<file path="src/rtl/sim_ctrl.sv">
// sim_ctrl: sequences core reset, counts RUN cycles and raises a sticky finish with a verdict
// Ports:
//   clk, rst_n            clock, asynchronous active-low reset
//   restart               synchronous soft restart pulse
//   mon_valid/addr/data   core I/O write bus being watched
//   sys_rst               active-high reset to the core
//   finish, status        sticky end flag and verdict (0 HOLD,1 RUN,2 PASS,3 FAIL,4 TIMEOUT,5 STALL)
//   exit_code             data byte of the exit write
//   cycle_cnt, byte_cnt   RUN cycles elapsed, non-exit writes seen in RUN
module sim_ctrl #(
  parameter int unsigned       RST_CYCLES     = 5,
  parameter int unsigned       TIMEOUT_CYCLES = 15000000,
  parameter int unsigned       IDLE_LIMIT     = 0,
  parameter int unsigned       ADDR_W         = 18,
  parameter logic [ADDR_W-1:0] EXIT_ADDR      = 18'h30004,
  parameter int unsigned       CNT_W          = 32,
  parameter bit                HOLD_ON_DONE   = 1'b1
) (
  input  logic              clk,
  input  logic              rst_n,
  input  logic              restart,
  input  logic              mon_valid,
  input  logic [ADDR_W-1:0] mon_addr,
  input  logic [7:0]        mon_data,
  output logic              sys_rst,
  output logic              finish,
  output logic [2:0]        status,
  output logic [7:0]        exit_code,
  output logic [CNT_W-1:0]  cycle_cnt,
  output logic [CNT_W-1:0]  byte_cnt
);
  localparam int HW = $clog2(RST_CYCLES + 1);
  typedef enum logic [1:0] {HOLD, RUN, DONE} state_t;
  state_t            state, state_nx;
  logic [HW-1:0]     hold_cnt, hold_nx;
  logic [CNT_W-1:0]  idle_cnt, idle_nx, cycle_nx, byte_nx;
  logic              sys_rst_nx, finish_nx;
  logic [2:0]        status_nx;
  logic [7:0]        exit_nx;
  logic              hold_done, ev_exit, ev_to, ev_stall, ev;
  assign hold_done = state == HOLD && hold_cnt == HW'(RST_CYCLES - 1);
  assign ev_exit   = state == RUN && mon_valid && mon_addr == EXIT_ADDR;
  assign ev_to     = state == RUN && TIMEOUT_CYCLES != 0 && cycle_cnt == CNT_W'(TIMEOUT_CYCLES - 1);
  assign ev_stall  = state == RUN && IDLE_LIMIT != 0 && !mon_valid && idle_cnt == CNT_W'(IDLE_LIMIT - 1);
  assign ev        = ev_exit || ev_to || ev_stall;

  always_ff @(posedge clk or negedge rst_n) begin
    if (!rst_n) begin
      state     <= HOLD;
      hold_cnt  <= '0;
      idle_cnt  <= '0;
      cycle_cnt <= '0;
      byte_cnt  <= '0;
      sys_rst   <= 1'b1;
      finish    <= 1'b0;
      status    <= 3'd0;
      exit_code <= '0;
    end else begin
      state     <= state_nx;
      hold_cnt  <= hold_nx;
      idle_cnt  <= idle_nx;
      cycle_cnt <= cycle_nx;
      byte_cnt  <= byte_nx;
      sys_rst   <= sys_rst_nx;
      finish    <= finish_nx;
      status    <= status_nx;
      exit_code <= exit_nx;
    end
  end

  always_comb
    state_nx = restart ? HOLD : hold_done ? RUN : ev ? DONE : state;

  always_comb begin
    hold_nx    = hold_cnt;
    idle_nx    = idle_cnt;
    cycle_nx   = cycle_cnt;
    byte_nx    = byte_cnt;
    sys_rst_nx = sys_rst;
    finish_nx  = finish;
    status_nx  = status;
    exit_nx    = exit_code;
    if (restart) begin
      hold_nx    = '0;
      idle_nx    = '0;
      cycle_nx   = '0;
      byte_nx    = '0;
      sys_rst_nx = 1'b1;
      finish_nx  = 1'b0;
      status_nx  = 3'd0;
      exit_nx    = '0;
    end else if (state == HOLD) begin
      hold_nx    = hold_cnt + 1'b1;
      sys_rst_nx = !hold_done;
      status_nx  = hold_done ? 3'd1 : 3'd0;
    end else if (state == RUN) begin
      cycle_nx = cycle_cnt + 1'b1;
      idle_nx  = mon_valid ? '0 : idle_cnt + 1'b1;
      byte_nx  = (mon_valid && !ev_exit) ? byte_cnt + 1'b1 : byte_cnt;
      exit_nx  = ev_exit ? mon_data : exit_code;
      if (ev) begin
        finish_nx  = 1'b1;
        sys_rst_nx = HOLD_ON_DONE;
        status_nx  = ev_exit ? (mon_data == 8'd0 ? 3'd2 : 3'd3) : ev_to ? 3'd4 : 3'd5;
      end
    end
  end
endmodule

</file>
<file path="config.mk">
export PLATFORM = sky130hd
export DESIGN_NAME = sim_ctrl
export DESIGN_NICKNAME = d
export VERILOG_FILES = /design/src/rtl/sim_ctrl.sv
export SDC_FILE = /design/constraint.sdc
export NUM_CORES = 1
export LEC_CHECK = 0
export CAP_MARGIN = 0
export CORE_ASPECT_RATIO = 0.5
export CORE_UTILIZATION = 50
export CTS_BUF_LIST = sky130_fd_sc_hd__clkbuf_8
export DETAILED_ROUTE_END_ITERATION = 16
export GPL_TIMING_DRIVEN = 0
export PLACE_DENSITY = 0.93
export SLEW_MARGIN = 20
export SYNTH_ARGS = -nofsm -noshare
export SYNTH_HDL_FRONTEND = slang
export SYNTH_SLANG_ARGS = --single-unit
</file>
<file path="constraint.sdc">
create_clock -name clk -period 3.2 [get_ports clk]
set_input_delay 0.48 -clock clk [delete_from_list [all_inputs] [get_ports clk]]
set_output_delay 0.48 -clock clk [all_outputs]
set_load 0.02 [all_outputs]
</file>
### After elaboration in Yosys (flattened, before gate mapping)

Cells that the tools add are included.

* register bits: 82
* bits in latches: 0
* memory bits (writable): 0
* bits in read-only memories: 0
* memories: 0

* add/subtract/negate cells: 3
* multiply operators: 0
* divide/modulo/power cells: 0
* $lt $le $gt $ge: 0
* eq/ne operators: 5
* shift operators: 0
* multiplexer cells: 30
* bitwise operators: 0
* reduce and logical (&&, ||, !) cells: 23

Operator list (number)
* 32-bit 2-to-1 mux: 7
* 32-bit by 1-bit adder with 32-bit output, second input constant: 2
* 32-bit by 24-bit equality test with 1-bit output, second input constant: 1
* 8-bit 2-to-1 mux: 4
* 3-bit 2-to-1 mux: 7
* 18-bit equality test, second input constant: 1
* 2-bit nonzero test: 5
* 1-bit 2-to-1 mux: 9
* 3-bit AND reduction: 3
* 3-bit nonzero test: 3
* 8-bit zero test: 1
* 2-bit 2-to-1 mux: 3
* 1-bit logical AND: 5
* 2-bit AND reduction: 2
* 3-bit by 1-bit adder with 3-bit output, second input constant: 1
* 3-bit equality test, second input constant: 1
* 2-bit by 1-bit equality test with 1-bit output, second input constant: 1
* 1-bit zero test: 2
* 2-bit zero test: 1
* 2-bit != test, second input constant: 1
* 1-bit logical OR: 1

### Longest topological paths before layout

Gate-level depths: netlist of the first run.

* depth in word-level cells: 9
* mapped depth: 7

### Least setup slack after synthesis of the first run

Ideal clock, no wire load.

* path type: register to register
* start: register cycle_cnt[26]
* end: register state[0]
* arrival time: 2323 ps
* required time: 3080 ps
* path slack: 757 ps
* cell stages (with the launch flop): 6
* clock period less this slack: 2443 ps
* cell sequence: dfrtp_1 > or4_1 > or4_1 > or4_4 > nor2b_4 > a31o_1

* word-level cells in the longest chain between the ends: 4

Ends and longest elaborated chain
* from (decl): RTL line 29 `output logic [CNT_W-1:0] cycle_cnt,`
* from (signal assigned): RTL line 62 `cycle_cnt <= cycle_nx;`
* 32-bit by 24-bit equality test with 1-bit output: RTL line 43 `assign ev_to = state == RUN && TIMEOUT_CYCLES != 0 && cycle_cnt == CNT_W'(TIMEOUT_CYCLES - 1);`
* 1-bit logical AND: RTL line 43
* 1-bit logical OR: RTL line 45 `assign ev = ev_exit || ev_to || ev_stall;`
* 3-bit nonzero test (no source line)
* to (signal assigned): RTL line 59 `state <= state_nx;`
* to (decl): RTL line 34 `state_t state, state_nx;`

Every way passes these cells.
A chain may end at the register's enable or synchronous reset.

### Worst setup path after layout of the first run

* start: input port mon_addr[3]
* end: register byte_cnt[28]

* word-level cells in the longest chain between the ends: 6

Ends and longest elaborated chain
* from (decl): RTL line 23 `input logic [ADDR_W-1:0] mon_addr,`
* 18-bit equality test: RTL line 42 `assign ev_exit = state == RUN && mon_valid && mon_addr == EXIT_ADDR;`
* 1-bit logical AND: RTL line 42
* 1-bit zero test: RTL line 99 `byte_nx = (mon_valid && !ev_exit) ? byte_cnt + 1'b1 : byte_cnt;`
* 1-bit logical AND: RTL line 99
* 2-bit nonzero test (no source line)
* 3-bit AND reduction (no source line)
* to (signal assigned): RTL line 63 `byte_cnt <= byte_nx;`
* to (decl): RTL line 30 `output logic [CNT_W-1:0] byte_cnt`

Every way passes these cells.

==> impl_results.md, run 1 <==
* Final wirelength at between 10000 and 15000 microns
* Min Clock Period, post-route at about 3.0 ns
* Starting Density at between 50 and 60%
* Tcrit/Tclk final at 93.5%
* Crit path max fanout at 10
* WP data arrival at between 3 and 4 ns
* Post-Syn Instances at 446
* Largest net degree at the start of global routing at between 50 and 60
* Synth Area per Inst at approximately 9.5 sq um
* Status: finished clean
* Gr busiest metal: met2
* First-pass GRT wire length at between 15000 and 20000 microns
* Most frequent cells in the layout: clkdlybuf4s50_1, dfrtp_1, nor2_1
* Pwr/cell area at 364 mW/mm^2
* Layout net count at 598
* Ys Warns at 0
* Post-DP HPWL at around 8000 microns
* Cell area after layout at about 0.0057 sq mm
* Initial antenna violation count at 0
* EDFF count, synth at 0
* Met2 Resource Use GR at between 40% and 50%
* # diodes at 0
* Synthesized Nets at 480
* Via count of the first global-routing pass at around 3600
* Worst skew pair latency at 0.37 ns
* CP Class: in -> reg
* Final setup fails at 0
* Share of synthesized registers carrying an async set or reset at 100%
* CP endpoint kind: register
* Post CTS Setup Buffer Count at 0
* Max Cap Viol at 0
* Post-DR vias/cell at 5.85
* RSZ-0062 raised after global routing: false
* Global routing usage on met3 at a little over 6%
* Worst R2R Setup Slack at around 0.64 ns
* Post-DRT Antenna Nets at 0
* Routed length per placed instance at between 15 and 20 microns
* Routed vias at 3984
* CTS Sinks at 82
* H-tree levels at 3
* Commonest non-fill, non-tap cell in the layout: clkdlybuf4s50_1
* Worst r2r path cells at 7
* Hold Fails Final Rpt at 0
* Static leakage power at 2.17 nW
* Initial DRC Count at about 300
* Die area at 0.00883 sq mm
* Layout cells sized above 1 at around 4.7%
* Total grt overflow at 0
* TritonRoute pass-1 iters at 6
* Rows at 23
* Slew @ Worst Pin at roughly 0.8 ns
* Register area at just over 0.002 sq mm
* Layout area overhead at 34.7%
* Post-Synthesis Cell Area at roughly 0.0042 sq mm
* Core area at a little over 0.008 sq mm
* Achievable Freq at around 330 MHz
* Synth cell types at between 40 and 50
* Placed Cells at 665
* Worst slew margin at a little under half
* Hold Path Class: in -> async
* CTS tree: yes
* Clock slew at reported path FFs at 0.09 ns
* Sequential fraction of the synthesis area at between 40% and 50%
* Crit path launch type: input pin
* Clk buf depth at 2
* Die W at around 130 microns
* Clk_skew at ~0.014 ns
* Reg2reg start: state[0]
* # IOs at around 110
* Flops & latches, synth at 82
* Peak VDD IR at 0.202 mV
* Max Slew Vio Count at 0
* Number of CTS-inserted buffers at 9
* RR Endpoint: byte_cnt[28]
* RD Place Congestion at around 0.87
* Final setup TNS at 0 ns
* Die Span Y at ~67 microns
* Filler instances at around 580
* DRC violations left at 0
* PortBufs at 106
* Non-filler cells, final at about 680
* Area of the multi-input gates at roughly 0.0020 sq mm
* CTS root buffer: clkbuf_8
* Critical Path RT at 3.50 ns
* Post-synth top flop: dfrtp_1
* PostCTS Resize Cnt at 0
* Post-place instance area at approximately 0.0054 sq mm
* CTS Hold Bufs at 0
* Gr usage total at between 20% and 30%
* Met1 Track Usage GR at roughly a third
-- how the worst max path moves through the flow --
stage / startpoint / endpoint / slack, ns / depth (start not counted)
6_report: mon_addr[3] / byte_cnt[28] / 0.21 / 8
5_1_grt: mon_addr[1] / byte_cnt[8] / 0.12 / 8
4_1_cts: mon_addr[3] / byte_cnt[8] / 0.28 / 8
3_5_place_dp: mon_addr[3] / byte_cnt[12] / -0.06 / 8
3_3_place_gp: rst_n / byte_cnt[21] / -1.20 / 1
2_1_floorplan: cycle_cnt[26] / state[0] / 0.76 / 5
-- critical path: stages --
cell             delay (ns)
clkdlybuf4s50_1        0.40
nor4b_1                0.69
nand3_1                0.32
o21ai_0                0.42
clkbuf_1               0.37
buf_2                  0.32
o31ai_1                0.11
a21oi_1                0.17
-- Yosys cell counts, types with 4 or more instances --
cell type,n,area (sq um)
or4_1,12,90.1
nor2_1,59,221
o2111ai_1,5,43.8
and3_1,6,37.5
ha_1,4,50.1
and4_1,8,70.1
or3_1,15,93.8
o21ai_0,17,85.1
xnor2_1,25,219
inv_1,12,45.0
xor2_1,14,123
nand4_1,17,106
o31ai_1,9,67.6
nand2_1,30,113
mux2i_1,10,100
nor4_1,15,93.8
dfrtp_1,81,2030
a21oi_1,29,145
nand3_1,20,100
nor3_1,8,40.0
a211oi_1,5,37.5
clkbuf_1,17,63.8
-- per-stage QoR --
stage / hold slack, ns / total power (W) / utilization, % / setup WS, ns
2_1_floorplan: 0.184 / 0.00112 / - / 0.757
3_3_place_gp: 0.501 / 0.00119 / 67.0 / -1.20
3_5_place_dp: 0.429 / 0.00120 / 67.4 / -0.0614
4_1_cts: 0.0275 / 0.00208 / 70.3 / 0.275
5_1_grt: 0.0420 / 0.00213 / 70.3 / 0.119
6_report: 0.0256 / 0.00207 / 70.3 / 0.207
-- per-layer routing --
metal  part of all wire, %  vias up
met5                     0        -
met4                   2.0        0
met3                   5.8       25
met2                    49      157
met1                    43     1944
li1                      -     1858
-- final cells by class --
class                      instances  share of cell area [%]
inverter                          12                   0.792
clock buffer                      12                    2.91
clock inverter                     4                    1.28
timing repair buffer             107                    19.1
buffer                            20                    1.36
sequential                        82                    36.1
tap                              112                    2.47
multi-input combinational        332                    36.0
-- registers in the layout, summed over array words and instances, names as in the netlist --
name,count
byte_cnt,32
cycle_cnt,32
exit_code,8
finish,1
hold_cnt,3
state,2
status,3
sys_rst,1
-- power by group --
group | switching, W | internal, W
registers | 0.00000962 | 0.00104
clock network | 0.000386 | 0.000502
logic | 0.0000722 | 0.0000558
-- cells by family after synthesis --
group           count (synthesis)  share of synthesized area [%]
simple gates                  206                           26.3
flops                          82                           48.7
compound gates                 73                           10.5
xor+xnor                       39                           8.09
buf+inv                        32                           2.91
mux                            10                           2.37
fa+ha+maj                       4                           1.19
(Power assumes the default switching activity.)
==> run 2, diff against run 1 <==
Settings changed: CORE_MARGIN from default to 2, TNS_END_PERCENT from default to 30.
==> impl_results.md, run 2 (synthesis gave the netlist of run 1 again) <==
* Via count of the first global-routing pass at 3881
* Status: finished clean
* Crit path launch type: input pin
* CTS root buffer: clkbuf_8
* Initial DRC Count at between 200 and 300
* Worst slew margin at 48.9%
* Layout net count at ~600
* Achievable Freq at around 340 MHz
* Die W at 134 microns
* # diodes at 0
* Initial antenna violation count at 0
* Layout area overhead at 33.5%
* Critical Path RT at between 3 and 4 ns
* Clk buf depth at 2
* Rows at 23
* Pwr/cell area at 337 mW/mm^2
* Clk_skew at around 0.0098 ns
* Largest net degree at the start of global routing at a little over 50
* Post CTS Setup Buffer Count at 0
* Layout cells sized above 1 at under 10%
* Final setup fails at 0
* Static leakage power at approximately 2.2 nW
* CTS tree: yes
* Post-DP HPWL at 8350 microns
* Commonest non-fill, non-tap cell in the layout: clkdlybuf4s50_1
* Hold Path Class: in -> async
* CP endpoint kind: register
* Number of CTS-inserted buffers at 9
* Hold Fails Final Rpt at 0
* TritonRoute pass-1 iters at 5
* Routed length per placed instance at 16.9 microns
* Routed vias at between 4000 and 5000
* Die Span Y at 69.0 microns
* Die area at 0.00924 sq mm
* Peak VDD IR at 0.205 mV
* Clock slew at reported path FFs at approximately 0.080 ns
* Starting Density at a little over half
* Slew @ Worst Pin at roughly 0.76 ns
* Tcrit/Tclk final at 93.1%
* Reg2reg start: state[1]
* Max Cap Viol at 0
* Min Clock Period, post-route at between 2 and 3 ns
* Crit path max fanout at 10
* Max Slew Vio Count at 0
* Gr usage total at a little over a quarter
* Total grt overflow at 0
* # IOs at about 110
* DRC violations left at 0
* Post-DRT Antenna Nets at 0
* CP Class: in -> reg
* RD Place Congestion at roughly 0.87
* Worst r2r path cells at 7
* Final wirelength at about 12000 microns
* Area of the multi-input gates at between 0.002 and 0.0025 sq mm
* First-pass GRT wire length at between 15000 and 20000 microns
* Post-DR vias/cell at 5.93
* PortBufs at between 100 and 150
* Filler instances at a little over 600
* Cell area after layout at approximately 0.0056 sq mm
* CTS Sinks at 82
* Biggest regs: byte_cnt (32), cycle_cnt (32), exit_code (8)
* CP startpoint: mon_addr[3]
* RSZ-0062 raised after global routing: false
* WP data arrival at about 3.3 ns
* Post-place instance area at around 0.0054 sq mm
* Core area at just over 0.008 sq mm
* Register area at 0.00205 sq mm
* Most frequent cells in the layout: clkdlybuf4s50_1, dfrtp_1, nor2_1
* Worst skew pair latency at 0.37 ns
* Final setup TNS at 0 ns
* H-tree levels at 3
==> run 2: critical path: stages <==
cell,delay (ns)
clkdlybuf4s50_1,0.40
nor4b_1,0.59
nand3_1,0.36
o21ai_0,0.44
clkbuf_1,0.37
buf_2,0.32
o21ai_0,0.14
a21oi_1,0.16
==> run 2: final cells by class <==
cell class	count	share of cell area, %
Timing Repair Buffer	107	19.1
Multi-Input combinational cell	332	36.5
Inverter	12	0.799
Clock buffer	12	2.93
Sequential cell	82	36.4
Clock inverter	4	0.311
Buffer	20	1.38
Tap cell	112	2.49
==> run 2: final timing paths <==
path,endpoint,slack [ns]
setup / recovery,byte_cnt[14],0.22
hold / removal,byte_cnt[20],0.14
setup reg to reg,byte_cnt[14],0.63
hold reg to reg,finish,0.53
max in group asynchronous,sys_rst,2.40
min in group clk,finish,0.53
==> run 2: timing repair <==
item                       in CTS  in global routing
hold buffers                    0                  0
gates resized for setup         0                  2
setup endpoints to repair       0                 10
==> run 2: stage by stage <==
stage	hold slack, ns	cells	power, W	utilization, %	setup slack (ns)
2_1_floorplan	0.184	446	0.00112	-	0.757
3_3_place_gp	0.500	664	0.00119	67.0	-1.25
3_5_place_dp	0.512	665	0.00120	67.3	-0.0720
4_1_cts	0.141	681	0.00190	69.5	0.306
5_1_grt	0.179	681	0.00197	69.7	0.0281
6_report	0.139	681	0.00190	69.7	0.220
==> run 2: layer usage <==
metal | GRT usage [%] | wire length, microns
met2 | 46.3 | 5760
met3 | 7.97 | 898
met4 | 10.2 | 224
met5 | 0 | 0
met1 | 31.5 | 4660
==> run 2: power by group <==
part           internal [W]  leakage [nW]  switching [W]
registers           0.00104          1.14     0.00000984
clock network      0.000338         0.105       0.000376
logic             0.0000553         0.909      0.0000742
==> run 3, diff against run 2 <==
Settings changed: CORE_ASPECT_RATIO 0.5 to 0.8.
==> impl_results.md, run 3 (synthesis gave the netlist of run 1 again) <==
* CTS root buffer: clkbuf_8
* Max Cap Viol at 0
* Via count of the first global-routing pass at between 4000 and 5000
* RSZ-0062 raised after global routing: false
* CTS Hold Bufs at 0
* Worst r2r path cells at 5
* PortBufs at 106
* CP most frequent cell: o21ai_0
* Initial DRC Count at 365
* Worst R2R Setup Slack at 0.60 ns
* Final setup fails at 0
* Slew @ Worst Pin at 0.798 ns
* Hold Fails Final Rpt at 0
* Met1 Wirelength at just under 5000 microns
* First-pass GRT wire length at 20100 microns
* Peak VDD IR at about 0.21 mV
* PnR worst setup slack at 0.275 ns
* Die area at between 0.009 and 0.01 sq mm
* Gr usage total at between 20% and 30%
* Max Slew Vio Count at 0
* Slowest CP cell: nor4_1
* Tcrit/Tclk final at roughly nine tenths
* H-tree levels at 3
* # IOs at between 100 and 150
* TritonRoute pass-1 iters at 6
* Post CTS Setup Buffer Count at 0
* Sw Ratio at ~23%
* Layout net count at ~600
* WP data arrival at between 3 and 4 ns
* CP Class: in -> reg
* Layout area overhead at 34.4%
* Total grt overflow at 0
* Largest net degree at the start of global routing at 48
* RR Endpoint: state[0]
* Commonest non-fill, non-tap cell in the layout: clkdlybuf4s50_1
* Die Span Y at 86.2 microns
* Static leakage power at 2.16 nW
* Worst skew pair latency at 0.35 ns
* Status: finished clean
* Total power at 0.00205 W
* Core area at a little over 0.008 sq mm
* Logic pwr share at between 6 and 7%
* Starting Density at between 50 and 60%
* Sequential power share at about half
* Routed vias at just over 4000
* Rows at 29
* Min Clock Period, post-route at ~2.9 ns
* Post-DR vias/cell at ~6
* Post-DP HPWL at 8560 microns
* PostCTS Resize Cnt at 0
* Setup WS pre-CTS at between 0.04 and 0.05 ns
* RD Place Congestion at slightly below 0.9
* Crit path max fanout at 10
* Die W at approximately 110 microns
* Internal Pwr Total at 0.00158 W
* Routed length per placed instance at around 18 microns
* Pwr/cell area at between 300 and 400 mW/mm^2
* Post-DRT Antenna Nets at 0
* Worst slew margin at a little under half
* Hold Path Class: in -> async
* Crit path launch type: input pin
* Biggest regs: byte_cnt (32), cycle_cnt (32), exit_code (8)
* Met3 routed WL at approximately 990 microns
* Initial antenna violation count at 0
* # diodes at 0
* Clk buf depth at 2
* Layout cells sized above 1 at under 10%
* Number of CTS-inserted buffers at 9
* Max incr delay on CP at ~0.57 ns
* WL met2 at roughly 5800 microns
* CTS tree: yes
* DRC violations left at 0
* Critical Path RT at 3.47 ns
* Achievable Freq at around 340 MHz
* Reg2reg start: cycle_cnt[26]
* CP endpoint kind: register
* Clk_skew at 0.0130 ns
* Final wirelength at 12100 microns
* CTS Sinks at between 80 and 90
* Switch Pwr at 0.000464 W
* Crit-path cells: clkdlybuf4s50_1, nor4_1, nand3_1, o21ai_0, clkbuf_1, buf_2, o21ai_0, a21oi_1
* Top Metal Used: met4
* Clock Power Share at 42.5%
* Clock slew at reported path FFs at around 0.08 ns
* Most frequent cells in the layout: clkdlybuf4s50_1, dfrtp_1, nor2_1
[run 3: power groups by stage]
stage               Clock (W)  Combinational [W]  Sequential [W]
CTS                  0.000878           0.000125         0.00105
global route         0.000931           0.000138         0.00106
detailed placement          0           0.000124         0.00107
floorplan                   0          0.0000418         0.00107
global placement            0           0.000118         0.00107
finish               0.000871           0.000125         0.00105
[run 3: layout make-up]
cell class	instances	area [sq um]
plain buffers	20	77.6
clock buffers	11	151
clock inverters	5	85.1
fillers	581	2380
inverters	12	45.0
multi-input cells	332	2040
flip-flops and latches	82	2050
well taps	108	135
repair buffers	107	1080
[run 3: worst max path at each step]
stage                             start       endpoint  slack, ns  cells past startpoint
after detailed placement    mon_addr[9]   byte_cnt[12]       0.05                      8
after global routing        mon_addr[9]   byte_cnt[14]       0.04                      8
after CTS                   mon_addr[9]   byte_cnt[12]       0.42                      8
final                       mon_addr[9]   byte_cnt[12]       0.28                      8
after floorplan           cycle_cnt[26]       state[0]       0.76                      5
after global placement            rst_n  cycle_cnt[14]      -1.15                      1
[run 3: worst max-delay path, delay by kind of cell]
kind / cells / cell delay, ns
AO/OA/AOI/OAI: 3 / 0.72
buffers and inverters: 3 / 1.12
AND/OR/NAND/NOR: 2 / 0.87
[run 3: stage by stage]
stage	cell area (sq um)	utilization, %	TNS, ns	std cells	hold WS [ns]
2_1_floorplan	4220	-	0	446	0.184
3_3_place_gp	5420	67.2	-93.32	660	0.509
3_5_place_dp	5430	67.5	0	661	0.522
4_1_cts	5670	70.4	0	677	0.138
5_1_grt	5670	70.4	0	677	0.166
6_report	5670	70.4	0	677	0.125
[run 3: layer usage]
| metal | vias up | global-route usage [%] |
|---|---|---|
| li1 | 1858 | - |
| met1 | 1970 | 37.4 |
| met2 | 253 | 44.9 |
| met3 | 48 | 6.24 |
| met4 | 0 | 10.5 |
| met5 | - | 0 |
